`config.mk`:
```
export PLATFORM = sky130hd
export DESIGN_NAME = cmp_arbiter
export DESIGN_NICKNAME = d
export VERILOG_FILES = /design/src/rtl/cmp_pkg.sv /design/src/rtl/cmp_unit.sv /design/src/rtl/cmp_arbiter.sv
export SDC_FILE = /design/constraint.sdc
export NUM_CORES = 1
export LEC_CHECK = 0
export ABC_AREA = 0
export CORE_MARGIN = 8
export CORE_UTILIZATION = 35
export DETAILED_ROUTE_END_ITERATION = 12
export PLACE_DENSITY_LB_ADDON = 0.12
export SLEW_MARGIN = 5
export SYNTH_ARGS = -nofsm -noshare
export SYNTH_HDL_FRONTEND = slang
export SYNTH_SLANG_ARGS = --single-unit
```
`constraint.sdc`:
```
create_clock -name clk -period 3.6 [get_ports clk]
set_input_delay 0.72 -clock clk [delete_from_list [all_inputs] [get_ports clk]]
set_output_delay 0.72 -clock clk [all_outputs]
set_load 0.02 [all_outputs]
```
`src/rtl/cmp_pkg.sv`:
```
// Shared definitions for the comparator arbiter slice.
// Contents:
//   state_t        - arbiter FSM encoding (IDLE / EXEC / RESP)
//   OP_EQ..OP_MAX  - 2-bit opcode constants understood by cmp_unit
package cmp_pkg;

  typedef enum logic [1:0] {
    ST_IDLE = 2'd0,
    ST_EXEC = 2'd1,
    ST_RESP = 2'd2
  } state_t;

  localparam logic [1:0] OP_EQ  = 2'b00;
  localparam logic [1:0] OP_GT  = 2'b01;
  localparam logic [1:0] OP_LT  = 2'b10;
  localparam logic [1:0] OP_MAX = 2'b11;

endpackage

```
`src/rtl/cmp_unit.sv`:
```
// Purely combinational 4-bit unsigned compare/max unit.
// Ports:
//   op  [1:0] in  - operation (OP_EQ, OP_GT, OP_LT, OP_MAX)
//   x   [3:0] in  - operand x
//   y   [3:0] in  - operand y
//   res [3:0] out - flag in bit 0 for compares, larger operand for MAX
module cmp_unit
  import cmp_pkg::*;
(
  input  logic [1:0] op,
  input  logic [3:0] x,
  input  logic [3:0] y,
  output logic [3:0] res
);

  always_comb begin
    res = 4'b0;
    case (op)
      OP_EQ:   res = {3'b0, (x == y)};
      OP_GT:   res = {3'b0, (x > y)};
      OP_LT:   res = {3'b0, (x < y)};
      // Ties resolve to x.
      default: res = (y > x) ? y : x;
    endcase
  end

endmodule

```
`src/rtl/cmp_arbiter.sv`:
```
// Two-requester arbiter in front of a single shared comparator.
// One op is in flight at a time: IDLE (grant/accept) -> EXEC (compute into
// result register) -> RESP (hold result for the owner until it is taken).
// Ports:
//   clk, reset                     - clock, synchronous active-high reset
//   reqN_valid/op/x/y, reqN_ready  - request channel N (ready = accepted now)
//   rspN_valid/data, rspN_ready    - response channel N (owner only)
//   busy                           - an op is in flight
//   op_count [7:0]                 - completed ops, wraps 255 -> 0
module cmp_arbiter
  import cmp_pkg::*;
(
  input  logic       clk,
  input  logic       reset,
  input  logic       req0_valid,
  input  logic [1:0] req0_op,
  input  logic [3:0] req0_x,
  input  logic [3:0] req0_y,
  output logic       req0_ready,
  input  logic       req1_valid,
  input  logic [1:0] req1_op,
  input  logic [3:0] req1_x,
  input  logic [3:0] req1_y,
  output logic       req1_ready,
  output logic       rsp0_valid,
  output logic [3:0] rsp0_data,
  input  logic       rsp0_ready,
  output logic       rsp1_valid,
  output logic [3:0] rsp1_data,
  input  logic       rsp1_ready,
  output logic       busy,
  output logic [7:0] op_count
);

  state_t     state_reg, state_next;
  logic       prio_reg;
  logic       owner_reg;
  logic [1:0] op_reg;
  logic [3:0] x_reg, y_reg;
  logic [3:0] result_reg;
  logic [7:0] op_count_reg;

  logic       any_valid;
  logic       grant_id;
  logic       owner_rsp_ready;
  logic [3:0] cmp_res;
  logic       in_idle, in_resp;
  logic [1:0] req_ready_vec, rsp_valid_vec;

  // Only a contested cycle consults prio; a lone requester always wins.
  assign any_valid       = req0_valid | req1_valid;
  assign grant_id        = (req0_valid & req1_valid) ? prio_reg : req1_valid;
  assign owner_rsp_ready = owner_reg ? rsp1_ready : rsp0_ready;

  cmp_unit u_cmp (
    .op  (op_reg),
    .x   (x_reg),
    .y   (y_reg),
    .res (cmp_res)
  );

  // State register
  always_ff @(posedge clk) begin
    if (reset) state_reg <= ST_IDLE;
    else       state_reg <= state_next;
  end

  // Next-state logic
  always_comb begin
    state_next = state_reg;
    case (state_reg)
      ST_IDLE: if (any_valid) state_next = ST_EXEC;
      ST_EXEC: state_next = ST_RESP;
      ST_RESP: if (owner_rsp_ready) state_next = ST_IDLE;
      default: state_next = ST_IDLE;
    endcase
  end

  // Output decode. Ready is masked during reset so a requester never sees an
  // acceptance that the reset is about to discard.
  always_comb begin
    in_idle = (state_reg == ST_IDLE) & ~reset;
    in_resp = (state_reg == ST_RESP);
    busy    = (state_reg != ST_IDLE);
  end

  genvar gi;
  generate
    for (gi = 0; gi < 2; gi++) begin : g_chan
      assign req_ready_vec[gi] = in_idle & any_valid & (grant_id == gi[0]);
      assign rsp_valid_vec[gi] = in_resp & (owner_reg == gi[0]);
    end
  endgenerate

  assign req0_ready = req_ready_vec[0];
  assign req1_ready = req_ready_vec[1];
  assign rsp0_valid = rsp_valid_vec[0];
  assign rsp1_valid = rsp_valid_vec[1];
  assign rsp0_data  = rsp_valid_vec[0] ? result_reg : 4'b0;
  assign rsp1_data  = rsp_valid_vec[1] ? result_reg : 4'b0;
  assign op_count   = op_count_reg;

  // Datapath: operand capture on accept, result capture in EXEC, bookkeeping
  // on completion.
  always_ff @(posedge clk) begin
    if (reset) begin
      prio_reg     <= 1'b0;
      owner_reg    <= 1'b0;
      op_reg       <= 2'b0;
      x_reg        <= 4'b0;
      y_reg        <= 4'b0;
      result_reg   <= 4'b0;
      op_count_reg <= 8'd0;
    end else begin
      case (state_reg)
        ST_IDLE: if (any_valid) begin
          owner_reg <= grant_id;
          op_reg    <= grant_id ? req1_op : req0_op;
          x_reg     <= grant_id ? req1_x  : req0_x;
          y_reg     <= grant_id ? req1_y  : req0_y;
        end
        ST_EXEC: result_reg <= cmp_res;
        ST_RESP: if (owner_rsp_ready) begin
          prio_reg     <= ~owner_reg;
          op_count_reg <= op_count_reg + 8'd1;
        end
        default: ;
      endcase
    end
  end

endmodule

```
Word-level counts from Yosys, hierarchy flattened:

Cells that the tools add are included.

* mux-type cells: 12
* bitwise gates (word level): 11
* reduce and logical (&&, ||, !) cells: 6
* $lt $le $gt $ge: 3
* $add $sub $neg: 1
* equal/unequal tests: 7

Operator list (count)
* 4-bit two-way mux: 5
* 4-bit one-hot mux with 3 select lines: 1
* 8-bit by 1-bit adder with 8-bit output, second input constant: 1
* 4-bit greater-than comparator: 2
* 1-bit bitwise AND: 7
* 2-bit two-way mux: 3
* 2-bit one-hot mux with 3 select lines: 1
* 2-bit AND reduction: 3
* 2-bit by 1-bit == test with 1-bit output, second input constant: 2
* 2-bit == test, second input constant: 2
* 4-bit == test: 1
* 2-bit logical NOT: 2
* 4-bit < comparator: 1
* 2-bit != test, second input constant: 2
* 1-bit NOT: 3
* 1-bit two-way mux: 2
* 2-bit nonzero test: 1
* 1-bit bitwise OR: 1

* input bits: 26
* output and inout port bits: 21
* flip-flop bits (word level): 26

Longest topological paths before layout:

* depth in word-level cells: 4
* mapped depth: 7

Hierarchy:

From an unflattened synthesis, not the netlist that was laid out.

* cell total of the unflattened synthesis: 190
* area, all modules: 1556.5 sq um

Modules (own cells, without submodules)
* cmp_arbiter: cells each 154, sequential area each 520.5 sq um, times used 1, area each 1295.0 sq um
* cmp_unit: cells each 36, sequential area each 0.0 sq um, times used 1, area each 261.5 sq um

Worst setup path before layout:

OpenSTA, ideal clock, no wires.

* kind: input-to-output
* from: input req0_valid
* to: output req1_ready
* arrival: 1.550 ns
* data required time: 2.880 ns
* stages: 3
* slack: 1.330 ns
* path through: nor2_1 -> or2_2 -> nor3_1

* longest elaborated chain between the ends: 3
* elaborated cells on any way between the ends: 5

Ends and longest elaborated chain
* from (decl): line cmp_arbiter.sv:15 `input logic req0_valid,`
* 1-bit bitwise OR / 1-bit bitwise AND (equally long branches): line cmp_arbiter.sv:51, cmp_arbiter.sv:52
* 1-bit bitwise AND / 1-bit two-way mux (equally long branches): line cmp_arbiter.sv:90, cmp_arbiter.sv:52
* 1-bit bitwise AND *: line cmp_arbiter.sv:90 `assign req_ready_vec[gi] = in_idle & any_valid & (grant_id == gi[0]);`
* to (decl): line cmp_arbiter.sv:24 `output logic req1_ready,`

Every way passes the cells marked *; elsewhere a longest branch is shown, timed or not.

Worst setup path in the final report:

* from: input req0_valid
* to: output req0_ready

* longest elaborated chain between the ends: 4
* elaborated cells on any way between the ends: 6

Ends and longest elaborated chain
* 1-bit bitwise AND: line cmp_arbiter.sv:52 `assign grant_id = (req0_valid & req1_valid) ? prio_reg : req1_valid;`
* 1-bit two-way mux: line cmp_arbiter.sv:52
* 1-bit NOT: line cmp_arbiter.sv:90
* 1-bit bitwise AND *: line cmp_arbiter.sv:90
* to (decl): line cmp_arbiter.sv:19 `output logic req0_ready,`

Marked as above.

==> out/metrics.yaml <==
cts-resized-gates: 0
postLayoutSetupSlackWorst_ns: 0.433
drive_gt1_share_pct: 8.00
async_flop_share_pct: 0
hold_class: "register to register"
dp_hpwl_um: 2540
yosysSeqAreaShare_pct: 39.1
antenna_found_initial: 0
fin_skew_ns: 0.00612
grt_usage_pct: 10.9
rows: 22
layout_commonest_cell: "clkdlybuf4s50_1"
slowest_stage: "clkdlybuf4s50_1"
p_per_area_mw_per_mm2: 380
worstPathRequired_ns: 2.88
post-route-cell-area_mm2: 0.00192
worstPathArrival_ns: 2.45
largest_register_ffs: 8
synth.ff_latch_count: 26
critPathMaxFanout: 4
postSynthAreaPerCell_um2: 8.71
ios: 47
rsz0062_at_grt: "false"
grt_pass1_vias: 1237
place_ws_ns: 0.419
syn_inst: 153
drc_errors: 0
setup_viol: 0
n_fill_cell: 348
maxSlewHeadroom_pct: 76.3
synth_edf_count: 0
antenna_cells: 0
synth_warnings: 0
fmax_mhz: 316
slowest_delay_ns: 0.60
nNetsFinal: 232
dieArea_mm2: 0.00604
hold_viol: 0
synthesis.area_mm2: 0.00133
placed_area_mm2: 0.00184
root_buffer: "clkbuf_8"
grt_max_degree: 26
initial_utilization_pct: 36.4
leakagePower_nw: 0.794
area_growth_pct: 43.8
ant_nets: 0
irDropWorstVdd_uv: 143
status: "complete, no violations"
cts_max_path_buffers: 2
grt_overflow_total: 0
worst-path-buf-inv: 2
drt_iter0_markers: 45
worstPathCellList: "clkdlybuf4s50_1 > nor2_1 > or2_2 > nor2_1 > and2_1 > clkdlybuf4s50_1"
avgRoutedWirePerCell_um: 12.7
cts_setup_buffers: 0
cp-start-kind: "input port"
routed_wl_um: 3140
chipHeight_um: 77.7
ys.flop_type: "dfxtp_1"
gp_congestion: 0.767
crit_path_end_kind: "output pin"
worst_pin_slew_ns: 0.355
cts-hold-fix-buffers: 0
clk_pin_slew_ns: 0.08
via_per_inst: 4.75
clk_latency_ns: 0.27
setup-tns-final_ns: 0
mostFrequentLayoutCells: "clkdlybuf4s50_1 (46), nor2_1 (27), dfxtp_1 (26)"
core_mm2: 0.00366
crit_type: "input port to output pin"
grt_first_pass_wirelength_um: 5600
cts_max_level: 1
cap_violations: 0
die_w_um: 77.7
vias: 1179
first_pass_iters: 4
period_share_pct: 88.0
cts_tree: "yes"
synth_cell_types: 33
drv_slew: 0
io_buffer_count: 46
clkSinkCount: 26
fin_crit_ns: 3.17
syn_nets: 184
cts_buffers: 3
path_delay_family: "buffers and inverters"
## report_power, final
part / switching (mW) / total, mW / internal (mW)
Sequential: 0.0173 / 0.324 / 0.307
Combinational: 0.0782 / 0.165 / 0.0867
Clock: 0.0895 / 0.238 / 0.149
## final timing paths
check / from / to / slack, ns / cells past startpoint
hold / removal: result_reg[2]$_SDFFE_PP0N_ / result_reg[2]$_SDFFE_PP0N_ / 0.49 / 2
hold reg to reg: result_reg[2]$_SDFFE_PP0N_ / result_reg[2]$_SDFFE_PP0N_ / 0.49 / 2
setup / recovery: req0_valid / req0_ready / 0.43 / 6
setup reg to reg: y_reg[1]$_SDFFE_PP0P_ / result_reg[0]$_SDFFE_PP0N_ / 1.95 / 7
## synth_stat cells, types with 2 or more instances
| master | count | area (um2) |
|---|---|---|
| nand4_1 | 5 | 31.3 |
| nor3_1 | 2 | 10.0 |
| and3_2 | 4 | 30.0 |
| nand2_1 | 9 | 33.8 |
| nand2b_1 | 2 | 12.5 |
| clkbuf_1 | 3 | 11.3 |
| and2_1 | 5 | 31.3 |
| a211oi_1 | 11 | 82.6 |
| a21oi_1 | 5 | 25.0 |
| ha_1 | 5 | 62.6 |
| dfxtp_1 | 26 | 521 |
| or2_2 | 3 | 18.8 |
| o21ai_0 | 3 | 15.0 |
| mux2i_1 | 15 | 150 |
| xor2_1 | 6 | 52.6 |
| inv_1 | 5 | 18.8 |
| nor2_1 | 27 | 101 |
| nor2b_1 | 2 | 12.5 |
## worst reg2reg max path, cell delays in order (launching register included)
cell      delay [ns]
dfxtp_1         0.37
inv_1           0.05
ha_1            0.30
nor2b_1         0.13
o211ai_1        0.18
nand2_1         0.17
mux2i_1         0.21
o221ai_1        0.12
## layer usage
| layer | track usage (%) | share of wire, % |
|---|---|---|
| met4 | 3.40 | 0.54 |
| met1 | 12.7 | 45 |
| met3 | 3.00 | 6.1 |
| met2 | 18.8 | 48 |
| met5 | 0 | 0 |
## logic make-up (layout without fill, tap and decap cells)
| family | Yosys count | after routing | synth area share (%) |
|---|---|---|---|
| and+or+nand+nor | 65 | 65 | 24.7 |
| muxes | 15 | 15 | 11.3 |
| buffers and inverters | 11 | 58 | 3.76 |
| DFF | 26 | 26 | 39.1 |
| xor gates and xnor gates | 7 | 7 | 4.60 |
| adders and majority gates | 5 | 5 | 4.69 |
| AOI/OAI and AO/OA | 24 | 24 | 11.9 |
## cell type report
type | instances | area (um2) | share of cell area, %
multi-input combinational | 116 | 762 | 39.8
sequential | 26 | 520 | 27.2
timing repair buffer | 49 | 483 | 25.2
tap | 48 | 60.1 | 3.14
clock buffer | 3 | 41.3 | 2.16
clock inverter | 1 | 30.0 | 1.57
inverter | 5 | 18.8 | 0.980
## metrics by stage
step	hold WS (ns)	total power, mW	util, %	cells
after floorplan	0.430	0.437	-	153
after global placement	0.456	0.494	50.4	244
after detailed placement	0.476	0.498	50.4	244
after CTS	0.494	0.739	52.3	248
after global routing	0.527	0.773	52.3	248
final	0.488	0.727	52.3	248
(Power assumes the default switching activity.)
==> variant 1, RTL diff (same settings) <==
Put one more register stage on the output `op_count`, with the module's reset. The value now appears one clock later. The other outputs are not delayed to match.
--- a/src/rtl/cmp_arbiter.sv
+++ b/src/rtl/cmp_arbiter.sv
@@ -99,5 +99,11 @@
   assign rsp0_data  = rsp_valid_vec[0] ? result_reg : 4'b0;
   assign rsp1_data  = rsp_valid_vec[1] ? result_reg : 4'b0;
-  assign op_count   = op_count_reg;
+  always_ff @(posedge clk) begin
+    if (reset) begin
+      op_count <= '0;
+    end else begin
+      op_count <= op_count_reg;
+    end
+  end
 
   // Datapath: operand capture on accept, result capture in EXEC, bookkeeping
Function: changed (Yosys sat finds a counterexample within 4 cycles, from zero or initial values and one cycle with reset high).
==> variant 1 against the unedited design <==
Worst hold slack worse by 0.0035 ns; power is 17% higher; clock power is 12% higher; setup slack better by 0.0013 ns; maximum frequency hardly changed; sequential cell count is 8 higher; largest cell class unchanged; final cell count is 10% higher; cell area is 13% higher; wire length is 17% higher; non-clock buffer count is 1 higher; critical path type unchanged; area after synthesis is 17% higher.
==> variant 1: results (changes against the unedited design) <==
* WL final at 3680 µm (+17%)
* Final layout net count at 252 (+8.6%)
* Post-synth ARST share at 0 (unchanged)
* Pre-CTS setup slack at 0.443 ns (+0.0239 ns)
* Status: completed
* Initial antenna violation count at 0 (unchanged)
* Via density at 4.88 (+2.7%)
* Vias in the first global route at 1405 (+14%)
* Reg clk slew, reported paths at 0.07 ns
* Max transition margin at 0.774 (+0.0109)
* Share of layout cells above drive strength 1 at 0.0905 (+0.0105)
* First-pass GRT wire length at 6650 µm (+19%)
* Syn Nets at 203 (+10%)
* GRT Overall Usage at 0.114 (+0.00533)
* CTS buffer count at 5 (+2)
* Fillers at 414 (+19%)
* Critical Path AT at 2.45 ns (about the same)
* Global placer's final weighted congestion at 0.785 (+2.3%)
* Netlist cell types at 34 (+3.0%)
* Synth area leaders: dfxtp_1 (44%), mux2i_1 (9.6%), nor2_1 (6.2%)
* Hold Crit Class: reg2reg
* Postcts setup bufs at 0 (unchanged)
* DP HPWL at 2860 µm (+13%)
* Largest register FFs at 16 (+8)
* H-tree depth at 2 (+1)
* Static leakage at 0.879 nW (+11%)
* Register area share after synthesis at 0.436 (+0.0449)
* Clock skew after layout at 0.00392 ns (-0.00220 ns)
* Peak VDD IR at 0.000195 V (+37%)
* Initial drt markers at 72 (+60%)
* Largest net degree at the start of global routing at 21 (-19%)
* Top cells by count, synth: dfxtp_1 (34), nor2_1 (26), mux2i_1 (15), a211oi_1 (11), nor2b_1 (10)
==> variant 1: final timing paths <==
check / startpoint / to / slack [ns] / cells after the start
worst max-delay path: req1_valid / req0_ready / 0.43 / 6
worst min register to register: op_count_reg[7]$_SDFFE_PP0P_ / op_count[7]$_SDFF_PP0_ / 0.48 / 1
worst max register to register: y_reg[1]$_SDFFE_PP0P_ / result_reg[0]$_SDFFE_PP0N_ / 1.89 / 7
worst min-delay path: op_count_reg[7]$_SDFFE_PP0P_ / op_count[7]$_SDFF_PP0_ / 0.48 / 1
==> variant 1: power breakdown <==
group	switching [W]	internal, W
logic	0.0000826	0.0000852
registers	0.0000180	0.000396
clock network	0.000137	0.000130
total	0.000238	0.000611
==> variant 1: cell type report <==
| class | instances | area (µm²) | area share |
|---|---|---|---|
| clock buffer | 5 | 68.8 | 0.0319 |
| clock inverter | 2 | 10.0 | 0.00464 |
| inverter | 5 | 18.8 | 0.00870 |
| multi-input combinational | 125 | 825 | 0.382 |
| sequential | 34 | 681 | 0.315 |
| tap | 52 | 65.1 | 0.0301 |
| timing repair buffer | 50 | 490 | 0.227 |
==> variant 1: worst max-delay path, cell delays in order <==
cell             delay [ns]
clkdlybuf4s50_1        0.49
nor2_1                 0.07
or2_2                  0.31
nor2_1                 0.12
and2_1                 0.14
clkdlybuf4s50_1        0.60
==> variant 1: cell families (layout without fill, tap and decap cells) <==
| kind of cell | after synthesis | count (layout) | synth area share |
|---|---|---|---|
| simple gates | 73 | 73 | 0.247 |
| flops | 34 | 34 | 0.436 |
| compound gates | 25 | 25 | 0.105 |
| mux | 15 | 15 | 0.0961 |
| buf+inv | 13 | 62 | 0.0368 |
| xor+xnor | 7 | 7 | 0.0392 |
| fa+ha+maj | 5 | 5 | 0.0400 |
==> variant 1: through the flow <==
stage	std cells	cell area (µm²)	utilization	hold WS, ns	power (W)
2_1_floorplan	172	1560	-	0.430	0.000527
3_3_place_gp	266	2080	0.481	0.463	0.000585
3_5_place_dp	266	2080	0.481	0.477	0.000592
4_1_cts	273	2160	0.499	0.488	0.000859
5_1_grt	273	2160	0.499	0.515	0.000897
6_report	273	2160	0.499	0.484	0.000848
==> variant 1: layer usage <==
metal / part of all wire / wire length (µm) / up-vias / GRT usage
li1: - / - / 690 / -
met1: 0.50 / 1840 / 596 / 0.143
met2: 0.42 / 1530 / 40 / 0.170
met3: 0.065 / 240 / 7 / 0.0410
met4: 0.018 / 68 / 0 / 0.0527
met5: 0 / 0 / - / 0
==> variant 2, RTL diff (config.mk and constraints unchanged) <==
Made on the original files. The 3 states of `state_t` get a one-hot encoding in 3 bits.
--- a/src/rtl/cmp_pkg.sv
+++ b/src/rtl/cmp_pkg.sv
@@ -5,8 +5,8 @@
 package cmp_pkg;
 
-  typedef enum logic [1:0] {
-    ST_IDLE = 2'd0,
-    ST_EXEC = 2'd1,
-    ST_RESP = 2'd2
+  typedef enum logic [2:0] {
+    ST_IDLE = 3'b001,
+    ST_EXEC = 3'b010,
+    ST_RESP = 3'b100
   } state_t;
 
Behaviour: same outputs for any inputs over 10 cycles, from zero or initial values and one cycle with reset high; not proved beyond that.
==> variant 2 against the unedited design <==
Clock skew is essentially flat; cell area up 4.0%; first-iteration DRC count increased by 18%; combinational power rose by 11%; power fell by 4.2%; synthesized cell count is 5.2% higher; die area rose by 6.6%; wire length grew 12%; setup slack better by 0.055 ns; sequential cell count grew 1; area after synthesis rose by 8.4%; largest cell class unchanged.
==> variant 2: results (changes against the unedited design) <==
* Status: completed
* Syn Nets at 192 (+4.3%)
* Clock skew after layout at 0.00563 ns (-0.000490 ns)
* FF-to-FF Start: y_reg[3]$_SDFFE_PP0P_
* Combinational fraction of design power at 0.263 (+0.036)
* R2R depth at 6 (-1)
* Metal1 wirelength at 1670 µm (+18%)
* Peak VDD IR at 0.000133 V (-7.1%)
* Critical Path AT at 2.39 ns (-0.06 ns)
* Combinational-cell power consumption at 0.000183 W (+11%)
* WL final at 3520 µm (+12%)
* M3 GR Usage at 0.0313 (+0.00130)
* Pre-CTS setup slack at 0.482 ns (+0.0636 ns)
* Final setup margin at 0.488 ns (+0.0548 ns)
* Met2 wire len at 1590 µm (+4.9%)
* Netlist cell types at 37 (+12%)
* Share of layout cells above drive strength 1 at 0.0625 (-0.0175)
* Crit path max fanout at 5 (+1)
* Seq pwr at 0.000339 W (+5%)
* GRT Overall Usage at 0.111 (+0.00194)
* First-pass GRT wire length at 5750 µm (+2.6%)
* Wire length per cell at 13.6 µm (+7.8%)
* Sw frac at 0.295 (+0.0404)
* Fillers at 404 (+16%)
* Top cells by count, synth: nor2_1 (29), dfxtp_1 (27), mux2i_1 (15), a211oi_1 (11), and2_1 (9)
* Register area share after synthesis at 0.374 (-0.0163)
* Via count at 1271 (+7.8%)
* Max transition margin at 0.750 (-0.0126)
* Static leakage at 0.797 nW (+0.41%)
* Dpl cells at 254 (+4.1%)
* Global placer's final weighted congestion at 0.744 (-3.0%)
* Initial drt markers at 53 (+18%)
* Worst r2r dst: result_reg[0]$_SDFFE_PP0P_
* Chip Width at 80.2 µm (+3.3%)
* Area after DPL at 1950 µm² (+5.6%)
* Final layout net count at 240 (+3.4%)
[variant 2: cell types whose count changed after synthesis, moves of 2 or more]
cell      delta
nand3_1      +2
o21ai_1      +2
or3b_4       +2
or2_2        -2
and2_1       +4
nand3b_1     +2
and3_2       -4
nor2_1       +2
[variant 2: area by class of cell]
| type | count | area (µm²) | share of cell area |
|---|---|---|---|
| Inverter | 6 | 22.5 | 0.0113 |
| Sequential cell | 27 | 541 | 0.271 |
| Timing Repair Buffer | 49 | 483 | 0.242 |
| Tap cell | 50 | 62.6 | 0.0314 |
| Clock buffer | 4 | 45.0 | 0.0226 |
| Multi-Input combinational cell | 122 | 838 | 0.421 |
[variant 2: cell families after synthesis]
logic type | share of synthesized area
simple gates | 0.261
buf+inv | 0.0451
compound gates | 0.114
flops | 0.374
mux | 0.120
xor+xnor | 0.0425
fa+ha+maj | 0.0433
[variant 2: worst min path at each step]
stage,start,end,slack (ns)
4_1_cts,result_reg[2]$_SDFFE_PP0P_,result_reg[2]$_SDFFE_PP0P_,0.48
2_1_floorplan,result_reg[1]$_SDFFE_PP0P_,result_reg[1]$_SDFFE_PP0P_,0.43
5_1_grt,result_reg[1]$_SDFFE_PP0P_,result_reg[1]$_SDFFE_PP0P_,0.51
3_5_place_dp,result_reg[2]$_SDFFE_PP0P_,result_reg[2]$_SDFFE_PP0P_,0.47
6_report,result_reg[2]$_SDFFE_PP0P_,result_reg[2]$_SDFFE_PP0P_,0.48
3_3_place_gp,result_reg[1]$_SDFFE_PP0P_,result_reg[1]$_SDFFE_PP0P_,0.46
[variant 2: critical path: cells and delay by family]
family,cells,cell delay [ns]
simple gates,4,0.59
buf+inv,2,1.08
